--- config.mk ---
export PLATFORM = sky130hd
export DESIGN_NAME = trigger_line_out
export DESIGN_NICKNAME = d
export VERILOG_FILES = /design/src/rtl/trigger_line_out.sv
export SDC_FILE = /design/constraint.sdc
export NUM_CORES = 1
export LEC_CHECK = 0
export CORE_ASPECT_RATIO = 0.9
export CORE_MARGIN = 2
export CORE_UTILIZATION = 51
export DETAILED_ROUTE_END_ITERATION = 6
export GPL_ROUTABILITY_DRIVEN = 0
export PLACE_DENSITY = 0.82
export REMOVE_ABC_BUFFERS = 1
export SETUP_SLACK_MARGIN = 0.1
export SYNTH_ARGS = -nofsm -noshare
export SYNTH_HDL_FRONTEND = slang
export SYNTH_SLANG_ARGS = --single-unit
--- constraint.sdc ---
create_clock -name clk -period 2.18 [get_ports clk]
set_clock_uncertainty 0.15 [all_clocks]
set_input_delay 0.436 -clock clk [delete_from_list [all_inputs] [get_ports clk]]
set_output_delay 0.436 -clock clk [all_outputs]
set_load 0.01 [all_outputs]
--- src/rtl/trigger_line_out.sv ---
// Trigger-out line driver: turns a single-cycle internal trigger into a delayed,
// width-programmable pulse on a physical output line with selectable polarity.
module trigger_line_out #(
    parameter int DELAY_WIDTH      = 16,
    parameter int PULSE_WIDTH_BITS = 16
) (
    input  logic                        clk,
    input  logic                        rst_n,
    input  logic                        i_trigger,
    input  logic                        i_line_en,
    input  logic                        i_line_active,
    input  logic [DELAY_WIDTH-1:0]      iv_delay,
    input  logic [PULSE_WIDTH_BITS-1:0] iv_width,
    output logic                        o_line,
    output logic                        o_busy,
    output logic                        o_trigger_miss
);

    typedef enum logic [1:0] {
        ST_IDLE   = 2'd0,
        ST_DELAY  = 2'd1,
        ST_ACTIVE = 2'd2
    } state_t;

    state_t                      state_reg, state_next;
    logic [DELAY_WIDTH-1:0]      dly_cnt_reg, dly_cnt_next;
    logic [PULSE_WIDTH_BITS-1:0] wid_cnt_reg, wid_cnt_next;
    logic [PULSE_WIDTH_BITS-1:0] wid_q_reg, wid_q_next;
    logic                        line_reg, line_next;
    logic                        busy_reg, busy_next;
    logic                        miss_reg, miss_next;
    logic [PULSE_WIDTH_BITS-1:0] width_eff;

    // A programmed width of zero still produces a one-cycle pulse.
    assign width_eff = (iv_width == '0) ? PULSE_WIDTH_BITS'(1) : iv_width;

    always_ff @(posedge clk or negedge rst_n) begin
        if (!rst_n) begin
            state_reg   <= ST_IDLE;
            dly_cnt_reg <= '0;
            wid_cnt_reg <= '0;
            wid_q_reg   <= '0;
            line_reg    <= 1'b0;
            busy_reg    <= 1'b0;
            miss_reg    <= 1'b0;
        end else begin
            state_reg   <= state_next;
            dly_cnt_reg <= dly_cnt_next;
            wid_cnt_reg <= wid_cnt_next;
            wid_q_reg   <= wid_q_next;
            line_reg    <= line_next;
            busy_reg    <= busy_next;
            miss_reg    <= miss_next;
        end
    end

    always_comb begin
        state_next   = state_reg;
        dly_cnt_next = dly_cnt_reg;
        wid_cnt_next = wid_cnt_reg;
        wid_q_next   = wid_q_reg;
        case (state_reg)
            ST_IDLE: begin
                if (i_trigger && i_line_en) begin
                    wid_q_next = width_eff;
                    if (iv_delay == '0) begin
                        state_next   = ST_ACTIVE;
                        wid_cnt_next = width_eff;
                    end else begin
                        state_next   = ST_DELAY;
                        dly_cnt_next = iv_delay;
                    end
                end
            end
            ST_DELAY: begin
                // Leaving on count 1 makes the assertion exactly D cycles later than D = 0.
                if (dly_cnt_reg == DELAY_WIDTH'(1)) begin
                    state_next   = ST_ACTIVE;
                    wid_cnt_next = wid_q_reg;
                end else begin
                    dly_cnt_next = dly_cnt_reg - DELAY_WIDTH'(1);
                end
            end
            ST_ACTIVE: begin
                if (wid_cnt_reg == PULSE_WIDTH_BITS'(1)) begin
                    state_next = ST_IDLE;
                end else begin
                    wid_cnt_next = wid_cnt_reg - PULSE_WIDTH_BITS'(1);
                end
            end
            default: state_next = ST_IDLE;
        endcase
        if (!i_line_en) begin
            state_next = ST_IDLE;
        end
    end

    // Outputs lag the state by one register stage; disable overrides on the same edge.
    always_comb begin
        line_next = ~i_line_active;
        busy_next = 1'b0;
        miss_next = 1'b0;
        if (i_line_en) begin
            line_next = (state_reg == ST_ACTIVE) ~^ i_line_active;
            busy_next = (state_reg != ST_IDLE);
            miss_next = i_trigger && (state_reg != ST_IDLE);
        end
    end

    assign o_line         = line_reg;
    assign o_busy         = busy_reg;
    assign o_trigger_miss = miss_reg;

endmodule

# [Word-level counts from Yosys, hierarchy flattened]
# Cells that the tools add are included.
[totals] out_inout_bits=3 in_bits=37 elab_cells=55 ff_bits=53
[op_classes] muxes=19 n_eq_ne=13 n_reduce_logical=12 bitwise=2 add_sub_neg=2
[ops] cell="$mux W16" n=8
[ops] cell="$pmux W16 S3" n=1
[ops] cell="$eq A16 B1 Y1 const B" n=2
[ops] cell="$logic_not A16 Y1" n=2
[ops] cell="$pmux W16 S2" n=1
[ops] cell="$sub A16 B1 Y16 const B" n=2
[ops] cell="$ne A2 B2 Y1 const B" n=6
[ops] cell="$mux W2" n=5
[ops] cell="$ne A3 B3 Y1 const B" n=3
[ops] cell="$pmux W2 S3" n=1
[ops] cell="$reduce_and A5 Y1" n=1
[ops] cell="$reduce_and A4 Y1" n=1
[ops] cell="$reduce_bool A2 Y1" n=2
[ops] cell="$mux W1" n=3
[ops] cell="$reduce_and A3 Y1" n=1
[ops] cell="$reduce_bool A3 Y1" n=1
[ops] cell="$eq A2 B1 Y1 const B" n=1
[ops] cell="$eq A2 B2 Y1 const B" n=1
[ops] cell="$logic_and A1 B1 Y1" n=2
[ops] cell="$logic_not A2 Y1" n=1
[ops] cell="$reduce_and A2 Y1" n=1
[ops] cell="$not A1 Y1" n=1
[ops] cell="$xnor A1 B1 Y1" n=1

# [Depth between registers and ports, before layout]
[depth] ltp_word=5 mapped_depth=9 depth_no_buf=7

# [Worst setup path after synthesis]
# OpenSTA, ideal clock, no wires.
[synth_path] path_kind="flip-flop to flip-flop" start="register state_reg[0]" end="register wid_q_reg[10]" arrival_time_ns=1.869 path_slack_ns=0.036 setup_time_ns=0.125 path_buffers=3 synth_period_minus_slack_ns=2.144 path_stages_with_launch=8 required_ns=1.905 cell_sequence="dfrtp_1 inv_1 ha_1 buf_2 nand3_1 clkbuf_1 buf_1 mux2_2"
[synth_via] elab_chain_len=2
[synth_rtl] item="start: declaration" line_no="25" text="state_t state_reg, state_next;"
[synth_rtl] item="start signal: assignment" line_no="47" text="state_reg <= state_next;"
[synth_rtl] item="$logic_not A2 Y1" line_no="62" text="case (state_reg)"
[synth_rtl] item="$reduce_and A2 Y1 (no source line)"
[synth_rtl] item="end signal: assignment" line_no="50" text="wid_q_reg <= wid_q_next;"
[synth_rtl] item="end: declaration" line_no="28" text="logic [PULSE_WIDTH_BITS-1:0] wid_q_reg, wid_q_next;"
# Every way passes these cells.
# A chain may end at the register's enable or synchronous reset.

# [Final worst setup path]
[layout_path] start="register wid_cnt_reg[10]" end="register state_reg[0]"
[layout_via] elab_chain_len=3
[layout_rtl] item="start: declaration" line_no="27" text="logic [PULSE_WIDTH_BITS-1:0] wid_cnt_reg, wid_cnt_next;"
[layout_rtl] item="start signal: assignment" line_no="49" text="wid_cnt_reg <= wid_cnt_next;"
[layout_rtl] item="$eq A16 B1 Y1" line_no="85" text="if (wid_cnt_reg == PULSE_WIDTH_BITS'(1)) begin"
[layout_rtl] item="$ne A3 B3 Y1 (no source line)"
[layout_rtl] item="$reduce_and A3 Y1 (no source line)"
# Every way passes these cells.

==> impl_summary.log <==
[metrics] status: finished with violations
[metrics] violations in the final reports: negative setup slack
[metrics] final layout net count: 508
[metrics] Worst VDD drop: 0.677 mV
[metrics] number of flip-flops and latches in the synthesized netlist: 53
[metrics] remaining max-slew budget at the tightest pin: 61.1%
[metrics] via count of the first global-routing pass: 3587
[metrics] nature of the critical path endpoint: flip-flop
[metrics] grt total ovfl: 0
[metrics] Num CTS Buffers: 5
[metrics] horizontal die dimension: 90.0 um
[metrics] maximum frequency from static timing analysis: 408 MHz
[metrics] clock-pin slew of the registers on the worst-case setup and hold paths: 0.11 ns
[metrics] number of detailed-routing iterations run before antenna repair: 6
[metrics] unrepaired setup endpoints after global routing: true
[metrics] Worst Slack Setup Final: -0.270 ns
[metrics] most frequent standard cell in the layout excluding fill and tap cells: sky130_fd_sc_hd__buf_4
[metrics] routed vias/inst: 7.27
[metrics] clock tree root buffer cell: sky130_fd_sc_hd__clkbuf_8
[metrics] final routed DRC violation total: 0
[metrics] share of synthesized registers carrying an async set or reset: 100%
[metrics] worst hold path stage count: 1
[metrics] number of clock sinks seen by CTS: 53
[metrics] non-filler instance count after layout: 554
[metrics] Final Critical Period: 2.45 ns
[metrics] P per Cell Area: 1600 nW/um^2
[metrics] highest fanout seen on the critical path: 3
[metrics] classification of the worst-slack hold path: reg -> reg
[metrics] CP endpoint: state_reg[0]
[metrics] core area: 6520 um^2
[metrics] setup violation total in the final timing report: 19
[metrics] per-instance average area after synthesis: 9.45 um^2
[metrics] slowest CP cell: sky130_fd_sc_hd__nor4_2
[metrics] highest-count cells in the layout ignoring fill and taps: 69 x sky130_fd_sc_hd__buf_4, 51 x sky130_fd_sc_hd__dfrtp_1, 29 x sky130_fd_sc_hd__nor2_1
[metrics] category of the worst setup path launch point: flip-flop
[metrics] global routing usage summed across all routing layers: 31.0%
[metrics] classification of the worst setup path: reg -> reg
[metrics] Syn Std Cell Area: 3390 um^2
[metrics] Synth cell types: 57
[metrics] wire length per cell: 25.4 um
[metrics] drt initial violations: 537
[metrics] initial core utilization: 52.1%
[metrics] leakage power of the design: 2.10 nW
[metrics] number of buffers on the longest clock path: 2
[metrics] CTS tree: built
[metrics] most instantiated flip-flop cell in the synthesis netlist: sky130_fd_sc_hd__dfrtp_1
[metrics] Crit path largest cell delay: 0.60 ns
[metrics] cell area after placement: 4250 um^2
[metrics] layout cells sized above 1: 39.2%
[metrics] number of buffers added on ports: 39
[metrics] crit path DAT: 2.52 ns
[metrics] maximum number of pins on one net before global-route repair: 54
[metrics] startpoint of the most critical register-to-register path: wid_cnt_reg[10]
[metrics] Worst R2R Path Depth: 6
[metrics] number of placement rows: 28
[metrics] EDFF count, synth: 0
[metrics] diodes inserted: 0
[metrics] number of antenna violations at the first check in global routing: 0
[metrics] reported max-cap violation count: 0
[metrics] worst reg2reg path endpoint: state_reg[0]
[metrics] post-synthesis sequential area ratio: 39.1%
[metrics] floorplan die area: 7320 um^2
[metrics] fin. max-slew vios: 0
[metrics] post-synthesis instance total: 359
[metrics] Worst Max-Slew Pin Slew: 0.578 ns
[metrics] H-tree levels: 2
[metrics] wire length of the first global-routing pass: 17900 um
[metrics] Die Y-Extent: 81.4 um
[metrics] reg-to-reg slack, setup: -0.27 ns
[metrics] aggregate routed wire length: 14100 um
[metrics] P&R area growth vs syn: 48.1%
[metrics] fraction of the cycle the final worst path needs: 112%
[metrics] Final Hold Viols: 0
[metrics] cells along the critical path: nor4_2, nand4_1, buf_4, a221oi_4, mux2i_1, nor2_1
[metrics] Crit. Startpoint: wid_cnt_reg[10]
[metrics] number of nets with antenna violations after detailed routing: 0
[metrics] number of vias in the routed layout: 4026
[metrics] latest clock arrival within the worst-skew pair: 0.33 ns
[metrics] io pins: 40
[metrics] data required time at the worst endpoint: 2.25 ns
[metrics] placed cell count: 526
[metrics] post-route cell area: 5020 um^2
[metrics] total number of yosys warnings: 0
[metrics] final HPWL from detailed placement: 6870 um
==> Yosys cell counts, types with 4 or more instances <==
master                      instances  area [um^2]
sky130_fd_sc_hd__o211ai_1           7         52.6
sky130_fd_sc_hd__nand4_1            7         43.8
sky130_fd_sc_hd__dfrtp_1           53         1330
sky130_fd_sc_hd__nor3_1             7         35.0
sky130_fd_sc_hd__buf_2              5         25.0
sky130_fd_sc_hd__a21o_1             4         30.0
sky130_fd_sc_hd__a211oi_1           5         37.5
sky130_fd_sc_hd__mux2i_1            8         80.1
sky130_fd_sc_hd__inv_1             15         56.3
sky130_fd_sc_hd__o21ai_0           20          100
sky130_fd_sc_hd__or3_1              5         31.3
sky130_fd_sc_hd__mux2_2            15          169
sky130_fd_sc_hd__nor3b_1            4         30.0
sky130_fd_sc_hd__a221oi_1           7         61.3
sky130_fd_sc_hd__a21oi_1           18         90.1
sky130_fd_sc_hd__nand2_1           18         67.6
sky130_fd_sc_hd__ha_1               8          100
sky130_fd_sc_hd__nor2_1            29          109
sky130_fd_sc_hd__clkbuf_1          15         56.3
sky130_fd_sc_hd__mux2_1             5         56.3
sky130_fd_sc_hd__o22ai_1            8         50.1
sky130_fd_sc_hd__nand3_1           16         80.1
sky130_fd_sc_hd__o2bb2ai_1          9         78.8
sky130_fd_sc_hd__nor4_1            12         75.1
sky130_fd_sc_hd__a31o_2             5         43.8
sky130_fd_sc_hd__o221ai_1           4         35.0
==> metal layers <==
metal | global-route usage, % | share of wire (%)
met1 | 38.6 | 36
met2 | 51.2 | 45
met3 | 7.51 | 12
met4 | 15.7 | 7.4
met5 | 0 | 0
==> area by class of cell <==
cell class / count / area, um^2
Multi-Input combinational cell: 265 / 2330
Fill cell: 367 / 1490
Sequential cell: 53 / 1330
Timing Repair Buffer: 121 / 1070
Tap cell: 90 / 113
Clock buffer: 6 / 82.6
Inverter: 17 / 67.6
Clock inverter: 2 / 37.5
==> worst min-delay path by stage <==
stage                     slack, ns    startpoint              end
after global placement         0.30         rst_n   dly_cnt_reg[0]
after global routing           0.36  iv_delay[13]  dly_cnt_reg[13]
after detailed placement       0.30         rst_n   dly_cnt_reg[0]
after floorplan               -0.01         rst_n   dly_cnt_reg[0]
final                          0.37  wid_q_reg[6]     wid_q_reg[6]
after CTS                      0.35  wid_q_reg[0]     wid_q_reg[0]
==> kinds of logic after synthesis <==
logic type / Yosys count / share of synthesized area [%]
xor gates and xnor gates: 6 / 1.55
AOI/OAI and AO/OA: 105 / 22.2
adders and majority gates: 8 / 2.95
buffers and inverters: 41 / 5.39
muxes: 28 / 9.00
and+or+nand+nor: 118 / 19.8
DFF: 53 / 39.1
==> report_power, final <==
group / switching [mW] / leakage, nW / internal, mW
registers: 0.581 / 0.629 / 1.48
logic: 2.85 / 1.41 / 2.41
clock network: 0.367 / 0.0574 / 0.374
==> through the flow <==
step / TNS [ns] / power [mW] / setup slack [ns] / util, % / hold slack [ns]
finish: -3.36 / 8.06 / -0.270 / 77.1 / 0.367
global route: -5.24 / 8.33 / -0.354 / 77.1 / 0.362
CTS: -0.0561 / 6.40 / -0.0533 / 70.4 / 0.353
detailed placement: -11.62 / 5.40 / -0.428 / 65.2 / 0.302
global placement: -9.45 / 5.21 / -0.364 / 65.2 / 0.301
floorplan: -10.53 / 4.03 / -0.889 / - / -0.00959
==> worst max-delay path: cells and delay by family, from the launching register on <==
kind                   cells  cell delay, ns
multiplexers               1            0.32
AO/OA/AOI/OAI              1            0.33
AND/OR/NAND/NOR            3            0.85
flip-flops                 1            0.49
buffers and inverters      1            0.21
==> repair_timing <==
item	in CTS	in global routing
pin swaps	13	22
setup buffers	12	7
setup endpoints to repair	34	34
hold buffers	1	0
endpoints found under the hold margin	53	0
resized for setup	36	79
Note: power is estimated with default switching activity, not from simulation.
